--- src/rtl/mux_3_1_rr_arbiter.sv ---
// Round-robin arbiter for three requesters driving a registered 3:1 select/data output stage.
// Latency: gnt is combinational; the granted word appears on y with y_valid=1 one cycle later.
// Backpressure: while y_valid=1 and y_ready=0 no grant is issued and y/s/y_valid hold.
// Optional feature: define MUX_ARB_LOCK_EN to add the lock port (burst lock on the last winner).
module mux_3_1_rr_arbiter #(
    parameter int DW = 3
) (
    input  logic          clk,
    input  logic          rst_n,
    input  logic [2:0]    req,
    input  logic [DW-1:0] d0,
    input  logic [DW-1:0] d1,
    input  logic [DW-1:0] d2,
`ifdef MUX_ARB_LOCK_EN
    input  logic [2:0]    lock,
`endif
    output logic [2:0]    gnt,
    output logic [1:0]    s,
    output logic [DW-1:0] y,
    output logic          y_valid,
    input  logic          y_ready
);

    logic [1:0]    ptr_q, ptr_d;
    logic [1:0]    s_q, s_d;
    logic [DW-1:0] y_q, y_d;
    logic          y_valid_q, y_valid_d;

    logic          take;
    logic          win_vld;
    logic [1:0]    win_idx;
    logic [1:0]    ord0, ord1, ord2;
    logic [DW-1:0] win_dat;

    // The stage accepts a new word when empty or when the current one leaves this cycle.
    assign take = ~y_valid_q | y_ready;

    // Search order starts just after the last winner and wraps; lock can pin the last winner.
    always_comb begin
        win_vld = 1'b0;
        win_idx = 2'd0;
        case (ptr_q)
            2'd0:    begin ord0 = 2'd1; ord1 = 2'd2; ord2 = 2'd0; end
            2'd1:    begin ord0 = 2'd2; ord1 = 2'd0; ord2 = 2'd1; end
            default: begin ord0 = 2'd0; ord1 = 2'd1; ord2 = 2'd2; end
        endcase
        if (req[ord0]) begin
            win_vld = 1'b1;
            win_idx = ord0;
        end else if (req[ord1]) begin
            win_vld = 1'b1;
            win_idx = ord1;
        end else if (req[ord2]) begin
            win_vld = 1'b1;
            win_idx = ord2;
        end
`ifdef MUX_ARB_LOCK_EN
        if (lock[ptr_q] && req[ptr_q]) begin
            win_vld = 1'b1;
            win_idx = ptr_q;
        end
`endif
    end

    // The shared 3:1 data selector steered by the winning index.
    always_comb begin
        case (win_idx)
            2'd0:    win_dat = d0;
            2'd1:    win_dat = d1;
            default: win_dat = d2;
        endcase
    end

    // Grant is one-hot and only while the stage can take a word and reset is released.
    always_comb begin
        gnt = 3'b000;
        if (take && win_vld && rst_n) begin
            gnt = 3'b001 << win_idx;
        end
    end

    // Next state: capture on a grant, drain when the consumer takes with nothing pending.
    always_comb begin
        ptr_d     = ptr_q;
        s_d       = s_q;
        y_d       = y_q;
        y_valid_d = y_valid_q;
        if (take) begin
            if (win_vld) begin
                ptr_d     = win_idx;
                s_d       = win_idx;
                y_d       = win_dat;
                y_valid_d = 1'b1;
            end else if (y_ready) begin
                y_valid_d = 1'b0;
            end
        end
    end

    // State registers; ptr resets to 2 so requester 0 is first after reset.
    always_ff @(posedge clk or negedge rst_n) begin
        if (!rst_n) begin
            ptr_q     <= 2'd2;
            s_q       <= 2'd0;
            y_q       <= '0;
            y_valid_q <= 1'b0;
        end else begin
            ptr_q     <= ptr_d;
            s_q       <= s_d;
            y_q       <= y_d;
            y_valid_q <= y_valid_d;
        end
    end

    assign s       = s_q;
    assign y       = y_q;
    assign y_valid = y_valid_q;

endmodule

--- config.mk ---
export PLATFORM = sky130hd
export DESIGN_NAME = mux_3_1_rr_arbiter
export DESIGN_NICKNAME = d
export VERILOG_FILES = /design/src/rtl/mux_3_1_rr_arbiter.sv
export SDC_FILE = /design/constraint.sdc
export NUM_CORES = 1
export LEC_CHECK = 0
export ABC_CLOCK_PERIOD_IN_PS = 1300
export CORE_AREA = 2 2 39 41
export CTS_BUF_LIST = sky130_fd_sc_hd__clkbuf_4
export DETAILED_ROUTE_END_ITERATION = 10
export DIE_AREA = 0 0 41 43
export PLACE_DENSITY_LB_ADDON = 0.25
export RECOVER_POWER = 50
export REMOVE_ABC_BUFFERS = 1
export SETUP_SLACK_MARGIN = 0.5
export SLEW_MARGIN = 20
export SYNTH_ARGS = -nofsm -noshare
export SYNTH_HDL_FRONTEND = slang
export SYNTH_SLANG_ARGS = --single-unit
--- constraint.sdc ---
create_clock -name clk -period 1.3 [get_ports clk]
set_input_delay 0.26 -clock clk [delete_from_list [all_inputs] [get_ports clk]]
set_output_delay 0.26 -clock clk [all_outputs]
set_load 0.005 [all_outputs]
# Yosys cells after proc, flatten, opt, wreduce, memory -nomap -nowiden
# Cells that the tools add are included.
# totals
regBits	8
elab_cells	38
# op_classes
order_cmp	3
n_eq_ne	2
shifts	1
n_mux	19
bitwise	2
n_reduce_logical	7
# ops
cell	count
2-bit one-hot mux with 2 select lines	3
2-bit by 3-bit less-than comparator with 1-bit output (second input constant)	3
1-bit two-way mux	8
1-bit binary-select mux with 2-bit select	3
2-bit two-way mux	3
3-bit one-hot mux with 2 select lines	1
2-bit by 1-bit == test with 1-bit output (second input constant)	2
2-bit zero test	2
2-bit AND reduction	2
3-bit two-way mux	1
1-bit by 2-bit << shifter with 3-bit output (first input constant)	1
1-bit logical AND	2
2-bit nonzero test	1
1-bit inverter	1
1-bit OR	1

# Depth between registers and ports, before layout
# depth
word_depth	10
mapped_depth	4

# Worst setup path before layout
# OpenSTA, ideal clock, no wires.
# synth_timing
kind	flip-flop to output port
startpoint	reg ptr_q[1]
endpoint	out gnt[0]
t_arrival_ns	0.958
required_ns	1.040
path_slack_ns	0.082
stages_incl_launch_ff	4
n_path_buf	0
path_cell_list	dfstp_2 -> nand2_1 -> o21ai_1 -> and3_1
# synth_via
elab_chain_cells	10
# synth_rtl
element	line	rtl
start: declaration	24	logic [1:0] ptr_q, ptr_d;
start signal: assignment	108	ptr_q <= ptr_d;
2-bit by 1-bit == test with 1-bit output or 2-bit zero test (tied branches)	42	case (ptr_q)
2-bit one-hot mux with 2 select lines	42	
1-bit binary-select mux with 2-bit select	53	end else if (req[ord2]) begin
1-bit two-way mux (implied by the code)	53	
1-bit two-way mux	53	
1-bit two-way mux	50	end else if (req[ord1]) begin
1-bit two-way mux	47	if (req[ord0]) begin
1-bit logical AND (2 in a row)	77	if (take && win_vld && rst_n) begin
3-bit two-way mux *	77	
end: declaration	17	output logic [2:0] gnt,
# Every way passes the cells marked *; elsewhere a longest branch is shown, timed or not. The select of a mux whose other input is x is not followed.

# Worst setup path in the final report
# layout_timing
startpoint	reg ptr_q[1]
endpoint	out gnt[1]
# Same word-level chain as after synthesis.

==> impl_metrics.tcl <==
set metrics [dict create \
    cts_sinks 7 \
    num_vias 589 \
    crit_path_end_kind "output port" \
    start_util_pct 30.6 \
    grt_usage_pct 22.4 \
    finalSetupViolations 7 \
    drt_iter0_markers 11 \
    routed_via_density 4.67 \
    synth_edf_count 0 \
    num_rows 14 \
    ant_nets 0 \
    final.min_clock_period_ns 1.72 \
    status "finished with violations" \
    fin_crit_sh_pct 133 \
    cts_max_level 1 \
    yosysSeqAreaShare_pct 41.7 \
    path_class "flop to output port" \
    ys_ff_latch 7 \
    clockBufferDepth 2 \
    final_util_pct 72.5 \
    rsz0062_at_grt "yes" \
    report.final.hold_viol_count 0 \
    die_h_um 43 \
    setup_ws_ns -0.424 \
    core_mm2 0.00138 \
    syn_area_um2 423 \
    cts_hold_buf 0 \
    cellPowerDensity_mw_per_mm2 987 \
    numCtsBuffers 3 \
    postSynthAreaPerCell_um2 8.81 \
    worst_slew_pin_slew_ns 0.287 \
    slew_viol_final 0 \
    synthArstFlopShare_pct 100 \
    grt_pass1_vias 560 \
    grt_pass1_wl_mm 2.59 \
    netlist_instances 48 \
    cp-start-kind "flop" \
    routabilityCongestion 0.728 \
    nets 126 \
    ys_warn_count 0 \
    drive_above_1_share_pct 60.0 \
    wl_per_cell_um 14.3 \
    peakVddDrop_mv 0.961 \
    hold_path_startpoint "y_ready" \
    cts_root_buffer "clkbuf_4" \
    leakagePower_nw 0.498 \
    finalSetupTns_ns -1.91 \
    clk_pin_slew_worst_paths_ns 0.05 \
    syn2layout_area_growth_pct 137 \
    r2r_start "ptr_q[1]" \
    fmax_mhz 580 \
    cts_tree "done" \
    crit_start "ptr_q[1]" \
    fin_skew_ns 0.000312 \
    io_pins 24 \
    cp.arrival_ns 1.46 \
    diodes 0 \
    drt-total-wl_mm 1.80 \
    grt_overflow_total 0 \
    dp_slack_ns -0.840 \
    firstDrtPassIters 4 \
    fp.dieArea_mm2 0.00176 \
    slew_headroom_pct 80.9 \
    antenna_found_initial 0 \
    ys_dominant_reg_cell "dfrtp_1" \
    die_x_um 41 \
    io_buffers 23 \
    drc 0 \
    grt_start_max_net_pins 10 \
    hold_class "input port to flop" \
    required_ns 1.04 \
    hpwl_mm 1.06 \
    ys_types 21 \
    cp_max_fo 3 \
    r2r_slack_ns -0.32 \
    insertion_delay_ns 0.25 \
    cap_violations 0 \
    violations "setup timing" \
]
-- worst max-delay path, stage by stage, from the launching register on --
cell     delay, ns
dfstp_2       0.56
buf_6         0.11
buf_6         0.11
nor2b_4       0.04
o32a_4        0.19
nor2_1        0.09
buf_2         0.12
-- per-stage QoR --
stage / total power, W / cells / instance area, um2 / hold WS [ns]
final: 0.000990 / 126 / 1000 / 0.305
after detailed placement: 0.000614 / 102 / 786 / 0.485
after global routing: 0.00104 / 126 / 1000 / 0.342
after CTS: 0.000928 / 121 / 948 / 0.347
after floorplan: 0.000398 / 47 / 415 / -0.0356
after global placement: 0.000608 / 102 / 786 / 0.475
-- final cells by class --
cell class              instances  area, um2
clock buffers                   4       30.0
flip-flops and latches          7        176
multi-input cells              38        278
repair buffers                 59        492
inverters                       2       7.51
well taps                      16       20.0
fillers                       101        380
-- where the power goes --
group          switching [W]  total [W]  internal [W]  leakage, nW
clock network      0.0000821   0.000220      0.000138       0.0184
logic               0.000184   0.000488      0.000304        0.400
registers          0.0000258   0.000282      0.000256       0.0790
-- layer usage --
| metal | vias to the layer above | GRT usage [%] | wire (um) |
|---|---|---|---|
| met3 | 2 | 1.57 | 53 |
| met4 | 0 | 12.0 | 15 |
| met2 | 13 | 36.3 | 1010 |
| met5 | - | 0 | 0 |
| li1 | 298 | - | - |
| met1 | 276 | 28.0 | 729 |
-- worst paths after layout --
path | cells after the start | endpoint
worst max-delay path | 6 | gnt[1]
worst min-delay path | 4 | y_valid
worst max register to register | 9 | y[0]
worst min register to register | 2 | s[1]
max in group asynchronous | 2 | ptr_q[1]
min in group asynchronous | 2 | s[1]
-- cells by family (layout without fill, tap and decap cells) --
logic type / after synthesis / count (layout) / synth area share, %
compound gates: 21 / 21 / 35.2
flops: 7 / 7 / 41.7
buf+inv: 3 / 65 / 3.55
simple gates: 17 / 17 / 19.5
-- layout by cell type, fill, tap and decap left out, drive strengths merged, types with 2 or more instances in the layout --
master         Yosys  layout
a22oi              3       3
inv                2       2
nor2b              2       2
buf                1      46
clkbuf             0       6
dfrtp              6       6
o21ai              5       5
nand2              7       7
nor2               5       5
clkdlybuf4s50      0      10
a21oi              8       8
-- what timing repair did --
action	in CTS	in global routing
setup buffers	15	5
pin swaps	7	13
endpoints found under the setup margin	16	16
resized for setup	50	23
-- synth_stat cells (2+ instances only) --
cell | number | area [um2]
dfrtp_1 | 6 | 150
nand2_1 | 7 | 26.3
o21ai_0 | 3 | 15.0
nor2_1 | 5 | 18.8
a21oi_1 | 8 | 40.0
o21ai_1 | 2 | 10.0
a22oi_1 | 3 | 22.5
-- flip-flops by register name (all words and copies together), names as in the netlist --
name	flops
y	3
y_valid	1
s	1
ptr_q	2
(Power assumes the default switching activity.)
